$ cat config.mk
export PLATFORM = sky130hd
export DESIGN_NAME = stress_status_gen
export DESIGN_NICKNAME = d
export VERILOG_FILES = /design/src/rtl/stress_status_gen_pkg.sv /design/src/rtl/stress_status_gen_blink_prescaler.sv /design/src/rtl/stress_status_gen.sv
export SDC_FILE = /design/constraint.sdc
export NUM_CORES = 1
export LEC_CHECK = 0
export CAP_MARGIN = 10
export CORE_ASPECT_RATIO = 1.25
export CORE_UTILIZATION = 35
export DETAILED_ROUTE_END_ITERATION = 7
export GPL_TIMING_DRIVEN = 1
export REMOVE_ABC_BUFFERS = 1
export SYNTH_ARGS = -nofsm -noshare
export SYNTH_HDL_FRONTEND = slang
export SYNTH_SLANG_ARGS = --single-unit
$ cat constraint.sdc
create_clock -name clk -period 3 [get_ports clk]
set_clock_uncertainty 0.05 [all_clocks]
set_input_delay 0.3 -clock clk [delete_from_list [all_inputs] [get_ports clk]]
set_output_delay 0.3 -clock clk [all_outputs]
set_load 0.02 [all_outputs]
$ cat src/rtl/stress_status_gen_pkg.sv
// Shared definitions for the SDRAM stress-test status generator:
// FSM state encodings and default blink pacing constants.
package status_pkg;

   typedef logic [1:0] state_t;

   localparam state_t ST_WAIT_INIT = 2'd0;
   localparam state_t ST_SETTLE    = 2'd1;
   localparam state_t ST_RUN       = 2'd2;
   localparam state_t ST_FAIL      = 2'd3;

   // 12.5M cycles per half-period is a 2 Hz blink from a 50 MHz clock.
   localparam int BLINK_DIV_DEF  = 12500000;
   localparam int FAST_SHIFT_DEF = 2;

   function automatic logic is_display_state(input state_t s);
      return (s == ST_RUN) || (s == ST_FAIL);
   endfunction

endpackage

$ cat src/rtl/stress_status_gen_blink_prescaler.sv
// Free-running blink prescaler: square wave at a normal or fast rate, plus a
// one-cycle rise flag that is high in the first cycle blink_speed reads 1.
module blink_prescaler
   import status_pkg::*;
#(
   parameter int BLINK_DIV  = BLINK_DIV_DEF,
   parameter int FAST_SHIFT = FAST_SHIFT_DEF
) (
   input  logic clk,
   input  logic resetn,
   input  logic fast,
   input  logic restart,
   output logic blink_speed,
   output logic rise
);

   localparam int CNT_W = (BLINK_DIV > 1) ? $clog2(BLINK_DIV) : 1;
   localparam logic [CNT_W-1:0] LIM_NORM = CNT_W'(BLINK_DIV - 1);
   localparam logic [CNT_W-1:0] LIM_FAST = CNT_W'((BLINK_DIV >> FAST_SHIFT) - 1);

   logic [CNT_W-1:0] cnt_q, cnt_d;
   logic [CNT_W-1:0] lim;
   logic             blink_q, blink_d;
   logic             rise_q, rise_d;

   assign lim = fast ? LIM_FAST : LIM_NORM;

   always_comb begin
      cnt_d   = cnt_q;
      blink_d = blink_q;
      rise_d  = 1'b0;
      // A rate change restarts the count with the level held, so the first
      // half-period at the new rate is never truncated.
      if (restart) begin
         cnt_d = '0;
      end else if (cnt_q >= lim) begin
         cnt_d   = '0;
         blink_d = ~blink_q;
         rise_d  = ~blink_q;
      end else begin
         cnt_d = cnt_q + 1'b1;
      end
   end

   always_ff @(posedge clk or negedge resetn) begin
      if (!resetn) begin
         cnt_q   <= '0;
         blink_q <= 1'b0;
         rise_q  <= 1'b0;
      end else begin
         cnt_q   <= cnt_d;
         blink_q <= blink_d;
         rise_q  <= rise_d;
      end
   end

   assign blink_speed = blink_q;
   assign rise        = rise_q;

endmodule

$ cat src/rtl/stress_status_gen.sv
// Status generator feeding led_15seg_drv: blink pacing, display enable,
// sticky error level and a saturating mismatch counter.
module stress_status_gen
   import status_pkg::*;
#(
   parameter int BLINK_DIV      = BLINK_DIV_DEF,
   parameter int FAST_SHIFT     = FAST_SHIFT_DEF,
   parameter int SETTLE_TOGGLES = 4,
   parameter int ERR_THRESH     = 1,
   parameter int ERR_CNT_W      = 16
) (
   input  logic                 clk,
   input  logic                 resetn,
   input  logic                 init_done,
   input  logic                 cmp_valid,
   input  logic                 cmp_err,
   input  logic                 err_clr,
   output logic                 blink_speed,
   output logic                 seg_en,
   output logic                 err_det,
   output logic [ERR_CNT_W-1:0] err_cnt,
   output logic [1:0]           dbg_state
);

   localparam int SET_W = $clog2(SETTLE_TOGGLES + 1);
   localparam logic [SET_W-1:0]     SETTLE_LAST = SET_W'(SETTLE_TOGGLES - 1);
   localparam logic [ERR_CNT_W-1:0] THRESH     = ERR_CNT_W'(ERR_THRESH);

   state_t                 state_q, state_d;
   logic [SET_W-1:0]       settle_q, settle_d;
   logic [ERR_CNT_W-1:0]   err_cnt_q, err_cnt_d;
   logic                   err_det_q, err_det_d;
   logic                   seg_en_q, seg_en_d;
   logic                   count_en;
   logic                   err_set;
   logic                   restart;
   logic                   rise;

   blink_prescaler #(
      .BLINK_DIV  (BLINK_DIV),
      .FAST_SHIFT (FAST_SHIFT)
   ) u_prescaler (
      .clk         (clk),
      .resetn      (resetn),
      .fast        (state_q == ST_FAIL),
      .restart     (restart),
      .blink_speed (blink_speed),
      .rise        (rise)
   );

   // Mismatches are only meaningful once the array is running; a clear wins
   // over a coincident mismatch.
   always_comb begin
      count_en  = is_display_state(state_q) && cmp_valid && cmp_err;
      err_cnt_d = err_cnt_q;
      if (err_clr) begin
         err_cnt_d = '0;
      end else if (count_en && (err_cnt_q != '1)) begin
         err_cnt_d = err_cnt_q + 1'b1;
      end
      err_det_d = err_clr ? 1'b0 : (err_det_q || (err_cnt_d >= THRESH));
      err_set   = err_det_d && !err_det_q;
   end

   always_comb begin
      state_d  = state_q;
      settle_d = settle_q;
      case (state_q)
         ST_WAIT_INIT: begin
            if (init_done) begin
               state_d  = ST_SETTLE;
               settle_d = '0;
            end
         end
         ST_SETTLE: begin
            if (!init_done) begin
               state_d = ST_WAIT_INIT;
            end else if (rise) begin
               settle_d = settle_q + 1'b1;
               if (settle_q == SETTLE_LAST) begin
                  state_d = err_det_q ? ST_FAIL : ST_RUN;
               end
            end
         end
         ST_RUN: begin
            if (!init_done) begin
               state_d = ST_WAIT_INIT;
            end else if (err_set) begin
               state_d = ST_FAIL;
            end
         end
         ST_FAIL: begin
            if (!init_done) begin
               state_d = ST_WAIT_INIT;
            end else if (err_clr) begin
               state_d = ST_RUN;
            end
         end
         default: state_d = ST_WAIT_INIT;
      endcase
      restart  = (state_d == ST_FAIL) != (state_q == ST_FAIL);
      seg_en_d = is_display_state(state_d);
   end

   always_ff @(posedge clk or negedge resetn) begin
      if (!resetn) begin
         state_q   <= ST_WAIT_INIT;
         settle_q  <= '0;
         err_cnt_q <= '0;
         err_det_q <= 1'b0;
         seg_en_q  <= 1'b0;
      end else begin
         state_q   <= state_d;
         settle_q  <= settle_d;
         err_cnt_q <= err_cnt_d;
         err_det_q <= err_det_d;
         seg_en_q  <= seg_en_d;
      end
   end

   assign seg_en    = seg_en_q;
   assign err_det   = err_det_q;
   assign err_cnt   = err_cnt_q;
   assign dbg_state = state_q;

endmodule

==> impl_metrics.yaml <==
sta:
  fin_crit_sh_pct: 88.6
  hold_slack_ps: -9.99
  period_needed_ps: 2660
  drv_slew: 0
  finalHoldViolCount: 20
  setup_viol_count_final: 0
  fmax_ghz: 0.376
  setup_tns_ps: 0
  tightest_slew_ps: 709
  rsz0062_at_grt: "false"
  max_slew_margin_pct: 52.7
route:
  ant_nets: 0
  vias_per_cell: 5.27
  remaining_drc_errors: 0
  dr.pass1.iters: 6
  drt_iter0_markers: 94
  wl_per_cell_um: 14.0
  drt-total-wl_um: 6340
  vias: 2388
global_routing:
  antenna_found_initial: 0
  grt_pass1_vias: 2422
  grt_pass1_wl_um: 11400
  globalRouteOverflowTotal: 0
  gr-usage-all-layers_pct: 15.5
  grt_max_degree: 32
die:
  die_area_um2: 9090
  core-area_um2: 8330
  ios: 27
  rows: 37
  fp.dieW_um: 85.5
  die_y_um: 106
  initial_utilization_pct: 36.6
synthesis:
  synth-seq-cells: 49
  synth_cell_types: 60
  async_flop_share_pct: 100
  avgSynthCellArea_um2: 9.29
  synth_most_common_cell: "dfrtp_1"
  synth.largest_area_cell: "dfrtp_1"
  syn_area_um2: 3050
  synth_top_flop_cell: "dfrtp_1"
  ys_seq_area_share_pct: 40.2
  yosys_warnings: 0
  yosysTopAreaCellShare_pct: 40.2
  yosys-top-cells-count: "49 x dfrtp_1, 37 x nor2_1, 34 x nand2_1, 22 x nand3_1"
  synth_edf_count: 0
  synth_area_leaders: "dfrtp_1 40%, xnor2_1 5.7%, ha_1 4.9%"
  synth_cells: 328
outcome:
  outcome: "complete, but fails checks"
  violations: "negative hold slack"
final_layout:
  antenna_cells: 0
  multi_input_area_um2: 1670
  register_area_um2: 1230
  drive_gt1_share_pct: 15.2
  fin_nets: 373
  stdcell_count: 453
  stdcell_area_um2: 3510
  syn2layout_area_growth_pct: 15.2
  n_fill_cell: 833
cts:
  h-tree-depth: 2
  insertion_delay_ps: 300
  post_cts_buffers: 0
  cts-resized-gates: 0
  clk_pin_slew_ps: 100
  cts_buffer_depth: 2
  clockRootBuffer: "clkbuf_8"
  cts_tree: "done"
  numCtsBuffers: 5
  cts_num_sinks: 49
  hold_buffers: 0
critical_path:
  cp.required_ps: 3180
  cp_max_fo: 23
  cp_cell_sequence: "ha_1 -> and4_4 -> nand4_4 -> a2111oi_2 -> a311o_1 -> o211ai_2 -> o31ai_4 -> nand2_2 -> buf_12 -> nor2_2"
  startpoint_type: "flip-flop"
  worst-setup-path-type: "reg -> reg"
  cp_num_buf_inv: 1
  slowest_stage: "dfrtp_1"
  worst_setup_path_end_kind: "flip-flop"
  cp_slowest_stage_delay_ps: 520
  critPathArrivalTime_ps: 2840
  path_delay_family: "compound AO/OA/AOI/OAI gates"
power:
  powerDensity_nw_per_um2: 420
  total_power_uw: 1480
  p_leak_uw: 0.00149
  ir_drop_mv: 0.195
worst_hold_path:
  hold_class: "in -> async"
place:
  port_buffers: 26
  place_area_um2: 3390
  place_congestion: 0.828
  hpwl_um: 4660
  placed_cells: 445
run:
  drv_cap: 0
-- worst reg2reg max path, stage by stage (launching register included) --
cell and delay (ps):
dfrtp_1 520, ha_1 220, and4_4 290, nand4_4 140
a2111oi_2 330, a311o_1 210, o211ai_2 140, o31ai_4 290
nand2_2 90, buf_12 170, nor2_2 120
-- through the flow --
stage               worst slack [ps]  utilization, %
floorplan                        281               -
CTS                              301            42.1
global placement                 322            40.7
global route                     122            42.1
detailed placement               287            40.7
finish                           341            42.1
-- registers in the layout (all words and copies together) (netlist names) --
name,count
err_cnt,16
u_prescaler.rise,1
err_det,1
dbg_state,2
u_prescaler.cnt_q,24
settle_q,3
seg_en,1
u_prescaler.blink_speed,1
-- cells in the final DEF, fill, tap and decap left out, drive strengths merged, types with 11 or more instances in the layout --
master	count
clkdlybuf4s50	25
dfrtp	49
ha	12
inv	11
nand2	35
nand3	23
nor2	57
xnor2	20
xor2	17
-- path summary, 6_finish.rpt --
path | start | endpoint | slack (ps) | cells after the start
min in group clk | u_prescaler.blink_speed$_DFFE_PN0P_ | u_prescaler.rise$_DFF_PN0_ | 480 | 1
worst max register to register | err_cnt[0]$_DFF_PN0_ | u_prescaler.cnt_q[10]$_DFF_PN0_ | 340 | 10
worst min-delay path | resetn | u_prescaler.cnt_q[13]$_DFF_PN0_ | -10 | 1
max in group asynchronous | resetn | u_prescaler.cnt_q[2]$_DFF_PN0_ | 2190 | 2
worst min register to register | u_prescaler.blink_speed$_DFFE_PN0P_ | u_prescaler.rise$_DFF_PN0_ | 480 | 1
worst max-delay path | err_cnt[0]$_DFF_PN0_ | u_prescaler.cnt_q[10]$_DFF_PN0_ | 340 | 10
-- kinds of logic after synthesis --
family | Yosys count | synth area share, %
mux | 4 | 1.35
compound gates | 41 | 10.4
fa+ha+maj | 12 | 4.93
simple gates | 159 | 27.4
xor+xnor | 37 | 10.6
buf+inv | 26 | 5.09
flops | 49 | 40.2
-- area by class of cell --
class                   count  share of cell area (%)
clock buffers               6                    2.35
multi-input cells         253                    47.5
flip-flops and latches     49                    34.9
clock inverters             2                    1.07
inverters                  11                    1.18
well taps                  97                    3.46
repair buffers             35                    9.55
-- report_power, final --
group | internal (µW) | switching, µW
Sequential | 713 | 55.2
Combinational | 96.9 | 104
Clock | 272 | 235
Total | 1080 | 394
-- layer usage --
metal  track usage, %  wire length, µm  vias up
li1                 -                -     1184
met1             19.1             2740     1162
met2             27.8             3350       36
met3             2.72              190        6
met4             3.45               59        0
met5                0                0        -
No activity file was read; power rests on OpenSTA's default activity.
